[src/rtl/spi_slave_rx.sv]
// Receive-side SPI slave: oversamples cs/sclk/mosi on clk, rebuilds LSB-first words,
// and flags short or overlong frames.
module spi_slave_rx #(
    parameter int DATA_W      = 12,
    parameter int SYNC_STAGES = 2,
    parameter int LEAD_EDGES  = 1
) (
    input  logic              clk,
    input  logic              rst,
    input  logic              cs,
    input  logic              sclk,
    input  logic              mosi,
    output logic [DATA_W-1:0] dout,
    output logic              dout_valid,
    output logic              frame_err,
    output logic              busy
);

    localparam int CNT_W  = $clog2(DATA_W + 1);
    localparam int IDX_W  = $clog2(DATA_W);
    localparam int LEAD_W = (LEAD_EDGES > 1) ? $clog2(LEAD_EDGES) : 1;
    localparam int WARM_W = $clog2(SYNC_STAGES + 1);

    typedef enum logic [2:0] {
        ST_IDLE,
        ST_LEAD,
        ST_SHIFT,
        ST_WAIT_CS,
        ST_DRAIN
    } state_t;

    logic [SYNC_STAGES-1:0] r_cs_sync;
    logic [SYNC_STAGES-1:0] r_sclk_sync;
    logic [SYNC_STAGES-1:0] r_mosi_sync;
    logic                   r_cs_d;
    logic                   r_sclk_d;
    logic [WARM_W-1:0]      r_warm;
    logic                   r_armed;

    logic w_cs_s;
    logic w_sclk_s;
    logic w_mosi_s;
    logic w_cs_fall;
    logic w_cs_rise;
    logic w_sclk_fall;

    state_t              r_state;
    state_t              w_state_next;
    logic [LEAD_W-1:0]   r_lead_cnt;
    logic [LEAD_W-1:0]   w_lead_next;
    logic [CNT_W-1:0]    r_bit_cnt;
    logic [CNT_W-1:0]    w_bit_next;
    logic [DATA_W-1:0]   r_shreg;
    logic [DATA_W-1:0]   w_shreg_next;
    logic [DATA_W-1:0]   r_dout;
    logic [DATA_W-1:0]   w_dout_next;
    logic                r_dout_valid;
    logic                w_valid_next;
    logic                r_frame_err;
    logic                w_err_next;
    logic [IDX_W-1:0]    w_bit_idx;

    always_ff @(posedge clk) begin
        if (rst) begin
            r_cs_sync   <= '1;
            r_sclk_sync <= '0;
            r_mosi_sync <= '0;
            r_cs_d      <= 1'b1;
            r_sclk_d    <= 1'b0;
        end else begin
            r_cs_sync   <= {r_cs_sync[SYNC_STAGES-2:0], cs};
            r_sclk_sync <= {r_sclk_sync[SYNC_STAGES-2:0], sclk};
            r_mosi_sync <= {r_mosi_sync[SYNC_STAGES-2:0], mosi};
            r_cs_d      <= w_cs_s;
            r_sclk_d    <= w_sclk_s;
        end
    end

    assign w_cs_s   = r_cs_sync[SYNC_STAGES-1];
    assign w_sclk_s = r_sclk_sync[SYNC_STAGES-1];
    assign w_mosi_s = r_mosi_sync[SYNC_STAGES-1];

    // The cs chain holds its reset value until it has been refilled with real samples;
    // a cs fall only counts once a genuine high level has been observed.
    always_ff @(posedge clk) begin
        if (rst) begin
            r_warm  <= '0;
            r_armed <= 1'b0;
        end else begin
            if (r_warm != WARM_W'(SYNC_STAGES))
                r_warm <= r_warm + 1'b1;
            if (r_warm == WARM_W'(SYNC_STAGES) && w_cs_s)
                r_armed <= 1'b1;
        end
    end

    assign w_cs_fall   = r_armed & r_cs_d & ~w_cs_s;
    assign w_cs_rise   = ~r_cs_d & w_cs_s;
    assign w_sclk_fall = r_sclk_d & ~w_sclk_s;
    assign w_bit_idx   = r_bit_cnt[IDX_W-1:0];

    always_ff @(posedge clk) begin
        if (rst) begin
            r_state      <= ST_IDLE;
            r_lead_cnt   <= '0;
            r_bit_cnt    <= '0;
            r_shreg      <= '0;
            r_dout       <= '0;
            r_dout_valid <= 1'b0;
            r_frame_err  <= 1'b0;
        end else begin
            r_state      <= w_state_next;
            r_lead_cnt   <= w_lead_next;
            r_bit_cnt    <= w_bit_next;
            r_shreg      <= w_shreg_next;
            r_dout       <= w_dout_next;
            r_dout_valid <= w_valid_next;
            r_frame_err  <= w_err_next;
        end
    end

    // cs_rise is tested first in every state so a coincident sclk fall is dropped.
    always_comb begin
        w_state_next = r_state;
        w_lead_next  = r_lead_cnt;
        w_bit_next   = r_bit_cnt;
        w_shreg_next = r_shreg;
        w_dout_next  = r_dout;
        w_valid_next = 1'b0;
        w_err_next   = 1'b0;
        case (r_state)
            ST_IDLE: begin
                if (w_cs_fall) begin
                    w_state_next = ST_LEAD;
                    w_lead_next  = '0;
                end
            end
            ST_LEAD: begin
                if (w_cs_rise) begin
                    w_err_next   = 1'b1;
                    w_state_next = ST_IDLE;
                end else if (w_sclk_fall) begin
                    if (r_lead_cnt == LEAD_W'(LEAD_EDGES - 1)) begin
                        w_state_next = ST_SHIFT;
                        w_bit_next   = '0;
                    end else begin
                        w_lead_next = r_lead_cnt + 1'b1;
                    end
                end
            end
            ST_SHIFT: begin
                if (w_cs_rise) begin
                    w_err_next   = 1'b1;
                    w_state_next = ST_IDLE;
                end else if (w_sclk_fall) begin
                    w_shreg_next[w_bit_idx] = w_mosi_s;
                    w_bit_next = r_bit_cnt + 1'b1;
                    if (r_bit_cnt == CNT_W'(DATA_W - 1))
                        w_state_next = ST_WAIT_CS;
                end
            end
            ST_WAIT_CS: begin
                if (w_cs_rise) begin
                    w_dout_next  = r_shreg;
                    w_valid_next = 1'b1;
                    w_state_next = ST_IDLE;
                end else if (w_sclk_fall) begin
                    w_state_next = ST_DRAIN;
                end
            end
            ST_DRAIN: begin
                if (w_cs_rise) begin
                    w_err_next   = 1'b1;
                    w_state_next = ST_IDLE;
                end
            end
            default: w_state_next = ST_IDLE;
        endcase
    end

    assign dout       = r_dout;
    assign dout_valid = r_dout_valid;
    assign frame_err  = r_frame_err;
    assign busy       = (r_state != ST_IDLE);

endmodule

[config.mk]
export PLATFORM = sky130hd
export DESIGN_NAME = spi_slave_rx
export DESIGN_NICKNAME = d
export VERILOG_FILES = /design/src/rtl/spi_slave_rx.sv
export SDC_FILE = /design/constraint.sdc
export NUM_CORES = 1
export LEC_CHECK = 0
export CORE_MARGIN = 10
export CORE_UTILIZATION = 50
export CTS_BUF_LIST = sky130_fd_sc_hd__clkbuf_2
export DETAILED_ROUTE_END_ITERATION = 8
export GPL_ROUTABILITY_DRIVEN = 0
export GPL_TIMING_DRIVEN = 0
export HOLD_SLACK_MARGIN = 0.15
export PLACE_DENSITY = 0.72
export SLEW_MARGIN = 20
export SYNTH_ARGS = -nofsm -noshare
export SYNTH_HDL_FRONTEND = slang
export SYNTH_SLANG_ARGS = --single-unit
[constraint.sdc]
create_clock -name clk -period 4.75 [get_ports clk]
set_input_delay 0.95 -clock clk [delete_from_list [all_inputs] [get_ports clk]]
set_output_delay 0.95 -clock clk [all_outputs]
set_load 0.02 [all_outputs]
Word level (Yosys, flattened, before mapping)
Index checks and enable logic that the tools add are counted.

Memories kept: 0. Bits in writable memories: 0. Bits in registers: 45. ROM bits: 0. Logic and storage cells: 88. Output and inout port bits: 15. Input bits: 5. Bits in latches: 0.

Shift-type cells: 0. Bitwise gates (word level): 10. Equality and inequality tests: 19. Muxes and demuxes: 26. Add/sub/neg operators: 3. Order comparisons: 2. Div/mod/pow operators: 0. Multipliers: 0. Reduce and logical (&&, ||, !) cells: 14.

Operator list (count): 3-bit 2-to-1 mux (10); 4-bit 2-to-1 mux (5); 2-bit inequality test (second input constant) (8); 3-bit inequality test (second input constant) (5); 3-bit one-hot mux with 5 select lines (1); 12-bit bitwise mux (1); 4-bit one-hot mux with 2 select lines (1); 7-bit AND reduction (1); 3-bit by 2-bit equality test with 1-bit output (second input constant) (2); 1-bit 2-to-1 mux (6); 1-bit NOT (6); 6-bit AND reduction (1); 4-bit by 5-bit < comparator with 1-bit output (second input constant) (1); 4-bit by 1-bit adder with 4-bit output (second input constant) (1); 1-bit AND (4); 1-bit demux with 4-bit select (1); 4-bit equality test (second input constant) (1); 4-bit by 1-bit greater-or-equal comparator with 1-bit output (second input constant) (1); 4-bit AND reduction (1); 2-bit nonzero test (2); 2-bit OR reduction (2); 3-bit by 1-bit equality test with 1-bit output (second input constant) (1); 3-bit equality test (second input constant) (1); 3-bit zero test (1); 9 further kinds (10).

Logic depth before layout (Yosys ltp)
Depth after elaboration: 5. Gate-level depth with buffers: 6. Mapped depth without buffers: 5.

Worst setup path before layout
OpenSTA, ideal clock, no wires.

Kind: register to output. Start: reg r_state[0]. End: out busy. Data required time: 3800 ps. Arrival time: 898 ps. Path slack: 2902 ps. Path buffers: 1. Cell stages (with the launch flop): 3. Cells stage by stage: dfxtp_1 -> buf_4 -> or3_1.

Word-level cells in the longest chain between the ends: 1.

RTL lines: start, declared (RTL line 47) `state_t r_state;`; start signal, assigned (RTL line 112) `r_state <= w_state_next;`; 3-bit nonzero test (RTL line 184) `assign busy = (r_state != ST_IDLE);`; end, declared (RTL line 16) `output logic busy`.

No other way between the ends.

Worst setup path in the final report
Same ends and word-level chain as after synthesis.

==> metrics.md <==
| Metric | Value |
|---|---|
| Outcome | `finished clean` |
| Sum Neg Setup Slack | `0 ps` |
| Clock tree from TritonCTS | `yes` |
| Synth area leaders | `dfxtp_1 48%, mux2i_1 7.2%, nand2_1 5.4%, nand2b_1 4.5%, a21oi_1 4.4%` |
| Vias in the first global route | `1,290` |
| Lkg Pwr | `0.810 nW` |
| Commonest non-fill, non-tap cell in the layout | `dfxtp_1` |
| Main flop type after synthesis | `dfxtp_1` |
| Worst slew pin tran | `525 ps` |
| Nets | `232` |
| Syn Nets | `207` |
| Total Die Area | `6450 sq um` |
| Number of DRC markers in iteration 0 | `113` |
| Worst setup path category | `flip-flop to output pin` |
| DRT antenna net count | `0` |
| Cell taking the most area after synthesis | `dfxtp_1` |
| Num Clock Sinks | `44` |
| Clock Tree Root | `clkbuf_2` |
| Endpoints failing setup | `0` |
| YS warnings | `0` |
| Cell chain of the critical path | `buf_4, or3_1, clkdlybuf4s50_1` |
| CP arrival | `1810 ps` |
| Fin crit period | `2760 ps` |
| Number of flops mapped to enable cells by yosys | `0` |
| Reg clk slew, reported paths | `220 ps` |
| Period utilization | `0.581` |
| CP top delay family | `buffers and inverters` |
| Post-CTS Resized | `0` |
| CP Buf/Inv Count | `2` |
| CTS Buf Count | `5` |
| Yosys cell types | `35` |
| DR pass1 iterations | `4` |
| H-tree depth | `2` |
| IO Port Bufs | `18` |
| Sequential area share after synthesis | `0.484` |
| Initial antenna violation count | `0` |
| Rows | `21` |
| Fraction of layout cells with a size suffix above 1 | `0.0807` |
| Antenna cells | `0` |
| Largest net degree at the start of global routing | `15` |
| Post-Syn Area per Cell | `9.23 sq um` |
| Congestion Overflow GR | `0` |
| Worst path slowest cell | `clkdlybuf4s50_1` |
| Crit. path cell count | `3` |
| First-pass GRT wire length | `5.90 mm` |
| Worst R2R End | `r_shreg[2]` |
| Reg2reg setup slack | `2850 ps` |
| Worst-Skew Late Latency | `420 ps` |
| Crit. End Element | `output pin` |
| Most frequent cells in the layout | `44 x dfxtp_1, 26 x nand2_1, 18 x clkdlybuf4s50_1` |
| P&R area growth vs syn | `16.8%` |
| Unrepaired setup endpoints after global routing | `false` |
| Post-Syn Area | `1820 sq um` |
| Setup repair bufs after CTS | `0` |
| Via count | `1,350` |
| #FFs+latches synth | `44` |
| Worst setup path startpoint | `r_state[0]` |
| Core ar. | `3420 sq um` |
| Die height | `80.3 um` |
| Fmax achieved | `0.363 GHz` |
| CTS Buffer Depth | `2` |
| Total routing usage reported by global routing | `0.115` |
| Max stage delay on crit path | `540 ps` |
| CP Capture Point | `busy` |
| Post-Synthesis Cells | `197` |
| Worst r2r src | `r_state[2]` |
| CP Launch Type | `flip-flop` |
| WL final | `3.38 mm` |
| Clock Skew | `23.3 ps` |
| Yosys top cell area share | `0.484` |
| DR vias/cell | `5.02` |
| Average routed wire per standard cell | `12.6 um` |
| Max Cap Viol | `0` |
| PwrDens | `307 nW/um^2` |
| DP HPWL | `2.39 mm` |
| Headroom to the max-slew limit | `0.650` |
| Post-synth ARST share | `0` |
| Maximum VDD drop | `0.000261 V` |
| Final count of hold timing violations | `0` |
| FF-to-FF path depth | `6` |
| I/O pin cnt | `20` |
| Slew Viols, Final | `0` |
| Die X | `80.3 um` |
| Hold Path Class | `flip-flop to flip-flop` |
| Starting Density | `0.533` |
| DRC Markers | `0` |
| Hold Buf Count CTS | `0` |
| Max FO, Critical Path | `10` |
| Critical Path RT | `3800 ps` |
| Power consumption | `652 uW` |
flip-flops by register name, summed over array words and instances, names as in the netlist:
name	flops
r_cs_d	1
dout_valid	1
r_bit_cnt	4
r_armed	1
r_warm	2
r_cs_sync	2
r_mosi_sync	2
r_state	3
r_sclk_d	1
r_shreg	12
dout	12
frame_err	1
r_sclk_sync	2
Yosys cell counts, types with 2 or more instances:
cell      instances
nand3_1           8
nor3_1            2
clkbuf_1          9
o21ai_0           4
nand2b_1         13
nor4_1            3
nand3b_1          5
nor2b_1           9
nor2_1           10
buf_2             2
buf_6             2
mux2i_1          13
or2_2             3
inv_1             4
a21oi_1          16
nand2_1          26
xor2_1            3
dfxtp_1          44
ha_1              5
layer usage:
metal  GRT usage  vias to the layer above  wire length, um
met1       0.136                      611             1560
met3      0.0523                        4              247
met5           0                        -                0
met2       0.173                       26             1540
li1            -                      709                -
met4      0.0528                        0               32
area by class of cell:
type	instances	area [sq um]
plain buffers	14	73.8
clock buffers	5	25.0
clock inverters	3	42.5
fillers	300	1290
inverters	4	15.0
multi-input cells	135	850
flip-flops and latches	44	881
well taps	46	57.6
repair buffers	18	180
cell families after synthesis:
logic type | count (synthesis) | synth area share
adders and majority gates | 5 | 0.0344
muxes | 13 | 0.0715
DFF | 44 | 0.484
xor gates and xnor gates | 4 | 0.0193
and+or+nand+nor | 89 | 0.270
AOI/OAI and AO/OA | 24 | 0.0715
buffers and inverters | 18 | 0.0488
stage by stage:
step	hold WS, ps	worst slack, ps	util	cells	cell area [sq um]
floorplan	389	2900	-	197	1820
global placement	392	2450	0.602	261	2060
detailed placement	399	2440	0.602	261	2060
CTS	446	1960	0.622	269	2120
global route	456	1890	0.622	269	2120
finish	443	1990	0.622	269	2120
how the worst min path moves through the flow:
stage | start | endpoint | slack [ps] | cells after the start
2_1_floorplan | r_cs_sync[0] | r_cs_sync[1] | 390 | 1
3_3_place_gp | r_cs_sync[0] | r_cs_sync[1] | 390 | 1
3_5_place_dp | r_cs_sync[0] | r_cs_sync[1] | 400 | 1
4_1_cts | r_cs_sync[0] | r_cs_sync[1] | 450 | 1
5_1_grt | r_cs_sync[0] | r_cs_sync[1] | 460 | 1
6_report | r_cs_sync[0] | r_cs_sync[1] | 440 | 1
report_power, final:
| part | switching (mW) | leakage [nW] | internal [mW] | total (mW) |
|---|---|---|---|---|
| Combinational | 0.0270 | 0.413 | 0.0237 | 0.0507 |
| Clock | 0.121 | 0.0406 | 0.0883 | 0.210 |
| Sequential | 0.00725 | 0.356 | 0.384 | 0.391 |
Power figures use the tool's default switching activity.
